$ cat src/rtl/ttt_pkg.sv
// Shared definitions for the tic-tac-toe referee: marker/player codes, FSM
// encoding, line numbering and helpers for slicing squares out of a board image.
package ttt_pkg;

  localparam int BOARD_W   = 18;
  localparam int NUM_LINES = 8;

  typedef enum logic [1:0] {
    BLANK      = 2'b00,
    MARKER_P0  = 2'b01,
    MARKER_P1  = 2'b10,
    MARKER_BAD = 2'b11
  } marker_t;

  typedef enum logic {
    PLAYER_1 = 1'b0,
    PLAYER_2 = 1'b1
  } player_t;

  typedef enum logic [2:0] {
    S_CLEAR = 3'd0,
    S_PLAY  = 3'd1,
    S_CHECK = 3'd2,
    S_WIN   = 3'd3,
    S_DRAW  = 3'd4
  } state_t;

  localparam logic [3:0] LINE_NONE     = 4'd0;
  localparam logic [3:0] LINE_ROW_TOP  = 4'd1;
  localparam logic [3:0] LINE_ROW_MID  = 4'd2;
  localparam logic [3:0] LINE_ROW_BOT  = 4'd3;
  localparam logic [3:0] LINE_COL_LEFT = 4'd4;
  localparam logic [3:0] LINE_COL_MID  = 4'd5;
  localparam logic [3:0] LINE_COL_RGT  = 4'd6;
  localparam logic [3:0] LINE_DIAG     = 4'd7;
  localparam logic [3:0] LINE_ANTI     = 4'd8;

  // Square k (1..9) occupies bits [2k-1:2k-2].
  function automatic logic [1:0] square(input logic [BOARD_W-1:0] b, input int k);
    return b[2*k-2 +: 2];
  endfunction

  // Three square numbers of a line, packed {first, second, third}.
  function automatic logic [11:0] line_squares(input logic [3:0] line);
    case (line)
      LINE_ROW_TOP:  return {4'd1, 4'd2, 4'd3};
      LINE_ROW_MID:  return {4'd4, 4'd5, 4'd6};
      LINE_ROW_BOT:  return {4'd7, 4'd8, 4'd9};
      LINE_COL_LEFT: return {4'd1, 4'd4, 4'd7};
      LINE_COL_MID:  return {4'd2, 4'd5, 4'd8};
      LINE_COL_RGT:  return {4'd3, 4'd6, 4'd9};
      LINE_DIAG:     return {4'd1, 4'd5, 4'd9};
      LINE_ANTI:     return {4'd3, 4'd5, 4'd7};
      default:       return 12'd0;
    endcase
  endfunction

endpackage

$ cat src/rtl/ttt_line_check.sv
// Combinational three-in-a-row detector: reports whether any line is fully
// owned by `marker` and the lowest-numbered such line.
module ttt_line_check
  import ttt_pkg::*;
(
  input  logic [BOARD_W-1:0] board,
  input  logic [1:0]         marker,
  output logic               hit,
  output logic [3:0]         line
);

  logic [11:0] sq;

  always_comb begin
    // NOTE: every output gets a default before the loop so no path leaves a
    // variable unassigned, which would otherwise infer a latch.
    hit  = 1'b0;
    line = LINE_NONE;
    sq   = '0;
    // Scan from the highest index down so the lowest winning line is kept.
    for (int i = NUM_LINES; i >= 1; i--) begin
      sq = line_squares(4'(i));
      if (square(board, int'(sq[11:8])) == marker &&
          square(board, int'(sq[7:4]))  == marker &&
          square(board, int'(sq[3:0]))  == marker) begin
        hit  = 1'b1;
        line = 4'(i);
      end
    end
  end

endmodule

$ cat src/rtl/ttt_referee.sv
// Tic-tac-toe referee: validates each newly placed marker against the
// registered board copy, alternates turns, and detects win/draw/new game.
module ttt_referee
  import ttt_pkg::*;
#(
  parameter int NUM_SQUARES = 9,
  parameter int MAX_MOVES   = 9
) (
  input  logic                     clk,
  input  logic                     clr_n,
  input  logic [2*NUM_SQUARES-1:0] board,
  input  logic                     new_game,
  output logic                     player_turn,
  output logic                     board_clr,
  output logic                     game_over,
  output logic [1:0]               winner,
  output logic [3:0]               win_line,
  output logic [3:0]               move_count,
  output logic                     err
);

  state_t                   state;
  logic [2*NUM_SQUARES-1:0] board_q;
  logic [1:0]               turn_marker;
  logic [3:0]               diff_cnt;
  logic [3:0]               good_cnt;
  logic                     move_legal;
  logic                     move_illegal;
  logic                     line_hit;
  logic [3:0]               line_idx;

  assign turn_marker = (player_turn == PLAYER_2) ? MARKER_P1 : MARKER_P0;

  // A legal move is exactly one changed square, going blank -> mover's marker.
  always_comb begin
    diff_cnt = '0;
    good_cnt = '0;
    for (int k = 1; k <= NUM_SQUARES; k++) begin
      if (square(board, k) != square(board_q, k)) begin
        diff_cnt = diff_cnt + 4'd1;
        if (square(board_q, k) == BLANK && square(board, k) == turn_marker)
          good_cnt = good_cnt + 4'd1;
      end
    end
  end

  assign move_legal   = (diff_cnt == 4'd1) && (good_cnt == 4'd1);
  assign move_illegal = (diff_cnt != 4'd0) && !move_legal;

  ttt_line_check u_line_check (
    .board  (board_q),
    .marker (turn_marker),
    .hit    (line_hit),
    .line   (line_idx)
  );

  always_ff @(posedge clk) begin
    // NOTE: all state and outputs use non-blocking assignments so every
    // register samples the pre-edge values regardless of statement order.
    if (!clr_n) begin
      state       <= S_CLEAR;
      board_q     <= '0;
      player_turn <= PLAYER_1;
      board_clr   <= 1'b0;
      game_over   <= 1'b0;
      winner      <= BLANK;
      win_line    <= LINE_NONE;
      move_count  <= '0;
      err         <= 1'b0;
    end else begin
      case (state)
        S_CLEAR: begin
          board_q <= board;
          // board_clr doubles as "CLEAR has lasted a cycle" after reset.
          if (board_clr && board == '0) begin
            state     <= S_PLAY;
            board_clr <= 1'b0;
          end else begin
            board_clr <= 1'b1;
          end
        end
        S_PLAY: begin
          board_q <= board;
          if (move_legal) begin
            move_count <= move_count + 4'd1;
            state      <= S_CHECK;
          end else if (move_illegal) begin
            err <= 1'b1;
          end
        end
        S_CHECK: begin
          if (line_hit) begin
            state     <= S_WIN;
            game_over <= 1'b1;
            winner    <= turn_marker;
            win_line  <= line_idx;
          end else if (move_count == 4'(MAX_MOVES)) begin
            state     <= S_DRAW;
            game_over <= 1'b1;
          end else begin
            player_turn <= ~player_turn;
            state       <= S_PLAY;
          end
        end
        S_WIN, S_DRAW: begin
          if (board != board_q)
            err <= 1'b1;
        end
        default: state <= S_CLEAR;
      endcase

      // Placed last so a restart overrides any move or error decided above.
      if (new_game && (state == S_PLAY || state == S_WIN || state == S_DRAW)) begin
        state       <= S_CLEAR;
        board_clr   <= 1'b1;
        player_turn <= PLAYER_1;
        game_over   <= 1'b0;
        winner      <= BLANK;
        win_line    <= LINE_NONE;
        move_count  <= '0;
        err         <= 1'b0;
      end
    end
  end

endmodule

$ cat config.mk
export PLATFORM = sky130hd
export DESIGN_NAME = ttt_referee
export DESIGN_NICKNAME = d
export VERILOG_FILES = /design/src/rtl/ttt_pkg.sv /design/src/rtl/ttt_line_check.sv /design/src/rtl/ttt_referee.sv
export SDC_FILE = /design/constraint.sdc
export NUM_CORES = 1
export LEC_CHECK = 0
export CAP_MARGIN = 30
export CORE_MARGIN = 2
export CORE_UTILIZATION = 63
export DETAILED_ROUTE_END_ITERATION = 6
export PLACE_DENSITY_LB_ADDON = 0.05
export SLEW_MARGIN = 20
export SYNTH_ARGS = -nofsm -noshare
export SYNTH_HDL_FRONTEND = slang
export SYNTH_SLANG_ARGS = --single-unit
$ cat constraint.sdc
create_clock -name clk -period 21.3 [get_ports clk]
set_input_delay 3.195 -clock clk [delete_from_list [all_inputs] [get_ports clk]]
set_output_delay 3.195 -clock clk [all_outputs]
set_load 0.005 [all_outputs]
==> report_table.html <==
<table>
<tr><th>Metric</th><th>Value</th></tr>
<tr><th colspan="2">STA</th></tr>
<tr><td>Shortest clock period the worst path allows after layout</td><td>10.01 ns</td></tr>
<tr><td>Final clock period utilization by the worst path</td><td>0.470</td></tr>
<tr><td>Final worst hold slack</td><td>0.468 ns</td></tr>
<tr><td>Max-slew headroom at the worst pin</td><td>0.528</td></tr>
<tr><td>RSZ-0062 raised after global routing</td><td>false</td></tr>
<tr><td>Endpoints failing hold</td><td>0</td></tr>
<tr><td>Actual transition at the worst max-transition pin</td><td>0.701 ns</td></tr>
<tr><td>Number of endpoints failing setup at the final stage</td><td>0</td></tr>
<tr><td>Upper clock frequency limit</td><td>99.9 MHz</td></tr>
<tr><td>Max Clock Skew</td><td>0.0139 ns</td></tr>
<tr><td>Setup TNS</td><td>0 ns</td></tr>
<tr><td>Final max-slew violation count</td><td>0</td></tr>
<tr><th colspan="2">Placement</th></tr>
<tr><td>Number of port buffers</td><td>34</td></tr>
<tr><td>Post-detailed-placement cell area</td><td>3960 µm²</td></tr>
<tr><td>Estimated wirelength of the detail-placed design</td><td>6850 µm</td></tr>
<tr><td>Routability congestion estimate</td><td>0.921</td></tr>
<tr><th colspan="2">Critical path</th></tr>
<tr><td>Critical-path top delay cell</td><td>clkdlybuf4s50_1</td></tr>
<tr><td>Nature of the critical path endpoint</td><td>flop</td></tr>
<tr><td>Top Family by Delay on Critical Path</td><td>adder cells</td></tr>
<tr><td>Number of buffer and inverter instances along the worst setup path</td><td>2</td></tr>
<tr><td>Cell repeated most along the worst path</td><td>ha_1</td></tr>
<tr><td>Required time at the endpoint of the critical path</td><td>21.52 ns</td></tr>
<tr><td>Largest stage delay on the critical path</td><td>0.56 ns</td></tr>
<tr><td>Arrival time of data at the critical path endpoint</td><td>10.23 ns</td></tr>
<tr><td>Category of the worst setup path launch point</td><td>primary input</td></tr>
<tr><td>Worst Path Max Fanout</td><td>9</td></tr>
<tr><td>Crit path kind</td><td>primary input to flop</td></tr>
<tr><th colspan="2">CTS</th></tr>
<tr><td>CTS resizes</td><td>0</td></tr>
<tr><td>Total CTS buffers</td><td>5</td></tr>
<tr><td>H-tree depth</td><td>2</td></tr>
<tr><td>Post-CTS Setup Bufs</td><td>0</td></tr>
<tr><td>Insertion delay to the later sink of the worst-skew pair</td><td>0.30 ns</td></tr>
<tr><td>Bufs on Longest Clock Path</td><td>2</td></tr>
<tr><td>Clock Pin Slew Worst Setup and Hold Paths</td><td>0.07 ns</td></tr>
<tr><td>Hold buffer count at CTS</td><td>0</td></tr>
<tr><td>TritonCTS clock tree</td><td>yes</td></tr>
<tr><td>Cell at the root of the clock tree</td><td>clkbuf_8</td></tr>
<tr><td>Total clock sinks</td><td>35</td></tr>
<tr><th colspan="2">Layout</th></tr>
<tr><td>Most common cell after layout, fill and taps aside</td><td>nand2_1</td></tr>
<tr><td>Fraction of layout cells with a size suffix above 1</td><td>0.0907</td></tr>
<tr><td>Total Nets Final</td><td>524</td></tr>
<tr><td>Finished layout cell area</td><td>4080 µm²</td></tr>
<tr><td>Antenna diode instance count</td><td>0</td></tr>
<tr><td>Layout-stage area growth over the synthesis result</td><td>13.6%</td></tr>
<tr><td>Final core utilization</td><td>0.740</td></tr>
<tr><td>Commonest cells after routing, fill and taps aside</td><td>nand2_1 (68), nor2_1 (40), dfxtp_1 (35), clkdlybuf4s50_1 (34), xnor2_1 (24)</td></tr>
<tr><th colspan="2">Detailed routing</th></tr>
<tr><td>Iter 0 DRT Violations</td><td>156</td></tr>
<tr><td>Remaining antenna violation count</td><td>0</td></tr>
<tr><td>DRC violations left</td><td>0</td></tr>
<tr><td>Final wirelength</td><td>8920 µm</td></tr>
<tr><td>Initial DRT Pass Iterations</td><td>5</td></tr>
<tr><td>Number of vias per cell</td><td>6.16</td></tr>
<tr><td>Via total after detailed routing</td><td>3432</td></tr>
<tr><td>Wirelength per Cell</td><td>16.0 µm</td></tr>
<tr><th colspan="2">Floorplanning</th></tr>
<tr><td>Number of top-level pins</td><td>35</td></tr>
<tr><td>Initial core utilization</td><td>0.651</td></tr>
<tr><td>Chip width</td><td>79.5 µm</td></tr>
<tr><td>Core box area</td><td>5510 µm²</td></tr>
<tr><td>DIE AREA</td><td>6310 µm²</td></tr>
<tr><td>Std cell rows</td><td>27</td></tr>
<tr><td>Die Y</td><td>79.5 µm</td></tr>
<tr><th colspan="2">Power</th></tr>
<tr><td>Switching component of the power</td><td>0.136 mW</td></tr>
<tr><td>Part of the total power dissipated in sequential elements</td><td>0.218</td></tr>
<tr><td>Power per unit of standard cell area</td><td>79.3 nW/µm²</td></tr>
<tr><td>Int Power</td><td>0.187 mW</td></tr>
<tr><td>Clock network fraction of total power</td><td>0.194</td></tr>
<tr><td>Leakage power total</td><td>1.59 nW</td></tr>
<tr><td>Sw Share</td><td>0.420</td></tr>
<tr><td>Proportion of power drawn by combinational gates</td><td>0.588</td></tr>
<tr><td>Max rail drop VDD</td><td>0.0568 mV</td></tr>
<tr><th colspan="2">Flow run</th></tr>
<tr><td>Max_cap viols</td><td>0</td></tr>
<tr><th colspan="2">Logic synthesis</th></tr>
<tr><td>Register bit count reported by yosys</td><td>35</td></tr>
<tr><td>Portion of the post-synthesis area used by sequential elements</td><td>0.195</td></tr>
<tr><td>Number of flops mapped to enable cells by yosys</td><td>0</td></tr>
<tr><td>Share of flip-flops with an asynchronous set or reset</td><td>0</td></tr>
<tr><td>Number of synthesis warnings</td><td>0</td></tr>
<tr><td>Number of distinct library cell variants in the gate-level netlist after synthesis</td><td>68</td></tr>
<tr><td>Synthesized netlist net count</td><td>496</td></tr>
<tr><td>Syn Area/Cell</td><td>7.87 µm²</td></tr>
<tr><td>Most frequently used flop master after synthesis</td><td>dfxtp_1</td></tr>
<tr><td>Cell area after technology mapping</td><td>3590 µm²</td></tr>
<tr><td>Cells after Synth</td><td>456</td></tr>
<tr><th colspan="2">Global route</th></tr>
<tr><td>Vias in the first global route</td><td>3145</td></tr>
<tr><td>Largest net degree at the start of global routing</td><td>35</td></tr>
<tr><td>Remaining global-route overflow</td><td>0</td></tr>
<tr><td>Global-route wire length before repair</td><td>14700 µm</td></tr>
<tr><td>Antenna violations before repair</td><td>0</td></tr>
<tr><td>Total global routing track utilization</td><td>0.298</td></tr>
<tr><th colspan="2">Hold path</th></tr>
<tr><td>Kind of path behind the tightest hold check</td><td>flop to flop</td></tr>
<tr><th colspan="2">Run status</th></tr>
<tr><td>Status</td><td>finished clean</td></tr>
</table>
[layout make-up]
class / instances / area, µm²
multi-input cells: 394 / 2770
fillers: 455 / 1430
flip-flops and latches: 35 / 701
repair buffers: 36 / 355
well taps: 72 / 90.1
clock buffers: 5 / 68.8
inverters: 12 / 45.0
clock inverters: 3 / 43.8
[power groups by stage]
| stage | Combinational, mW | Sequential [mW] | Clock (mW) |
|---|---|---|---|
| after floorplan | 0.149 | 0.0712 | 0 |
| after global placement | 0.179 | 0.0718 | 0 |
| after detailed placement | 0.186 | 0.0719 | 0 |
| after CTS | 0.187 | 0.0704 | 0.0638 |
| after global routing | 0.212 | 0.0708 | 0.0669 |
| final | 0.190 | 0.0704 | 0.0628 |
[flip-flops by register name, indices dropped and copies added, names as in the netlist]
signal and cells:
board_q 18, game_over 1, err 1, player_turn 1
move_count 4, winner 2, win_line 4, board_clr 1
state 3
[per-stage QoR]
stage / total power [mW] / setup slack [ns] / std cells
2_1_floorplan: 0.220 / 12.24 / 456
3_3_place_gp: 0.251 / 11.20 / 549
3_5_place_dp: 0.258 / 11.05 / 549
4_1_cts: 0.321 / 11.36 / 557
5_1_grt: 0.350 / 10.91 / 557
6_report: 0.323 / 11.29 / 557
[synthesized netlist by cell type, drive strengths merged (3+ instances only)]
library cell | number | area share
a21boi | 21 | 0.044
a2111oi | 3 | 0.0077
nand2 | 68 | 0.071
o21ai | 19 | 0.029
xnor2 | 24 | 0.059
and3b | 5 | 0.013
nand2b | 12 | 0.021
nor2b | 4 | 0.0070
dfxtp | 35 | 0.20
or2 | 4 | 0.0070
nor4 | 6 | 0.010
nor3 | 10 | 0.014
xor3 | 3 | 0.021
clkbuf | 12 | 0.013
nand3 | 7 | 0.0098
xor2 | 20 | 0.049
o21a | 3 | 0.0063
o211ai | 6 | 0.013
a31oi | 5 | 0.0087
nor3b | 5 | 0.010
or3b | 7 | 0.018
nand3b | 12 | 0.025
mux2 | 3 | 0.010
o22ai | 7 | 0.012
ha | 19 | 0.066
inv | 12 | 0.013
nor4b | 3 | 0.0073
o31ai | 5 | 0.010
nor2 | 40 | 0.042
a211oi | 9 | 0.031
or4 | 3 | 0.0063
a21oi | 23 | 0.032
xnor3 | 5 | 0.033
and2 | 8 | 0.014
[worst register-to-register path, delay by kind of cell, from the launching register on]
family / cells / cell delay, ns
fa+ha+maj: 8 / 2.43
compound gates: 10 / 1.82
simple gates: 7 / 1.64
mux: 2 / 0.54
flops: 1 / 0.31
buf+inv: 2 / 0.31
[path summary, 6_finish.rpt]
check                           startpoint                    endpoint  slack (ns)  cells past startpoint
setup reg to reg  player_turn$_SDFFE_PP0P_  move_count[3]$_SDFFE_PP0P_       14.16                     29
hold reg to reg     winner[1]$_SDFFE_PP0P_      winner[1]$_SDFFE_PP0P_        0.47                      2
setup / recovery                  board[0]  move_count[3]$_SDFFE_PP0P_       11.29                     29
hold / removal      winner[1]$_SDFFE_PP0P_      winner[1]$_SDFFE_PP0P_        0.47                      2
[per-layer routing]
metal | wire length, µm | up-vias | track usage
li1 | - | 1701 | -
met1 | 4050 | 1588 | 0.394
met2 | 3910 | 114 | 0.457
met3 | 564 | 29 | 0.0498
met4 | 397 | 0 | 0.171
met5 | 0 | - | 0
[cell families after synthesis]
family	synth area share
AND/OR/NAND/NOR	0.290
AO/OA/AOI/OAI	0.238
XOR/XNOR	0.161
flip-flops	0.195
buffers and inverters	0.0321
adder cells (fa/ha/maj)	0.0663
multiplexers	0.0167
(Power assumes the default switching activity.)
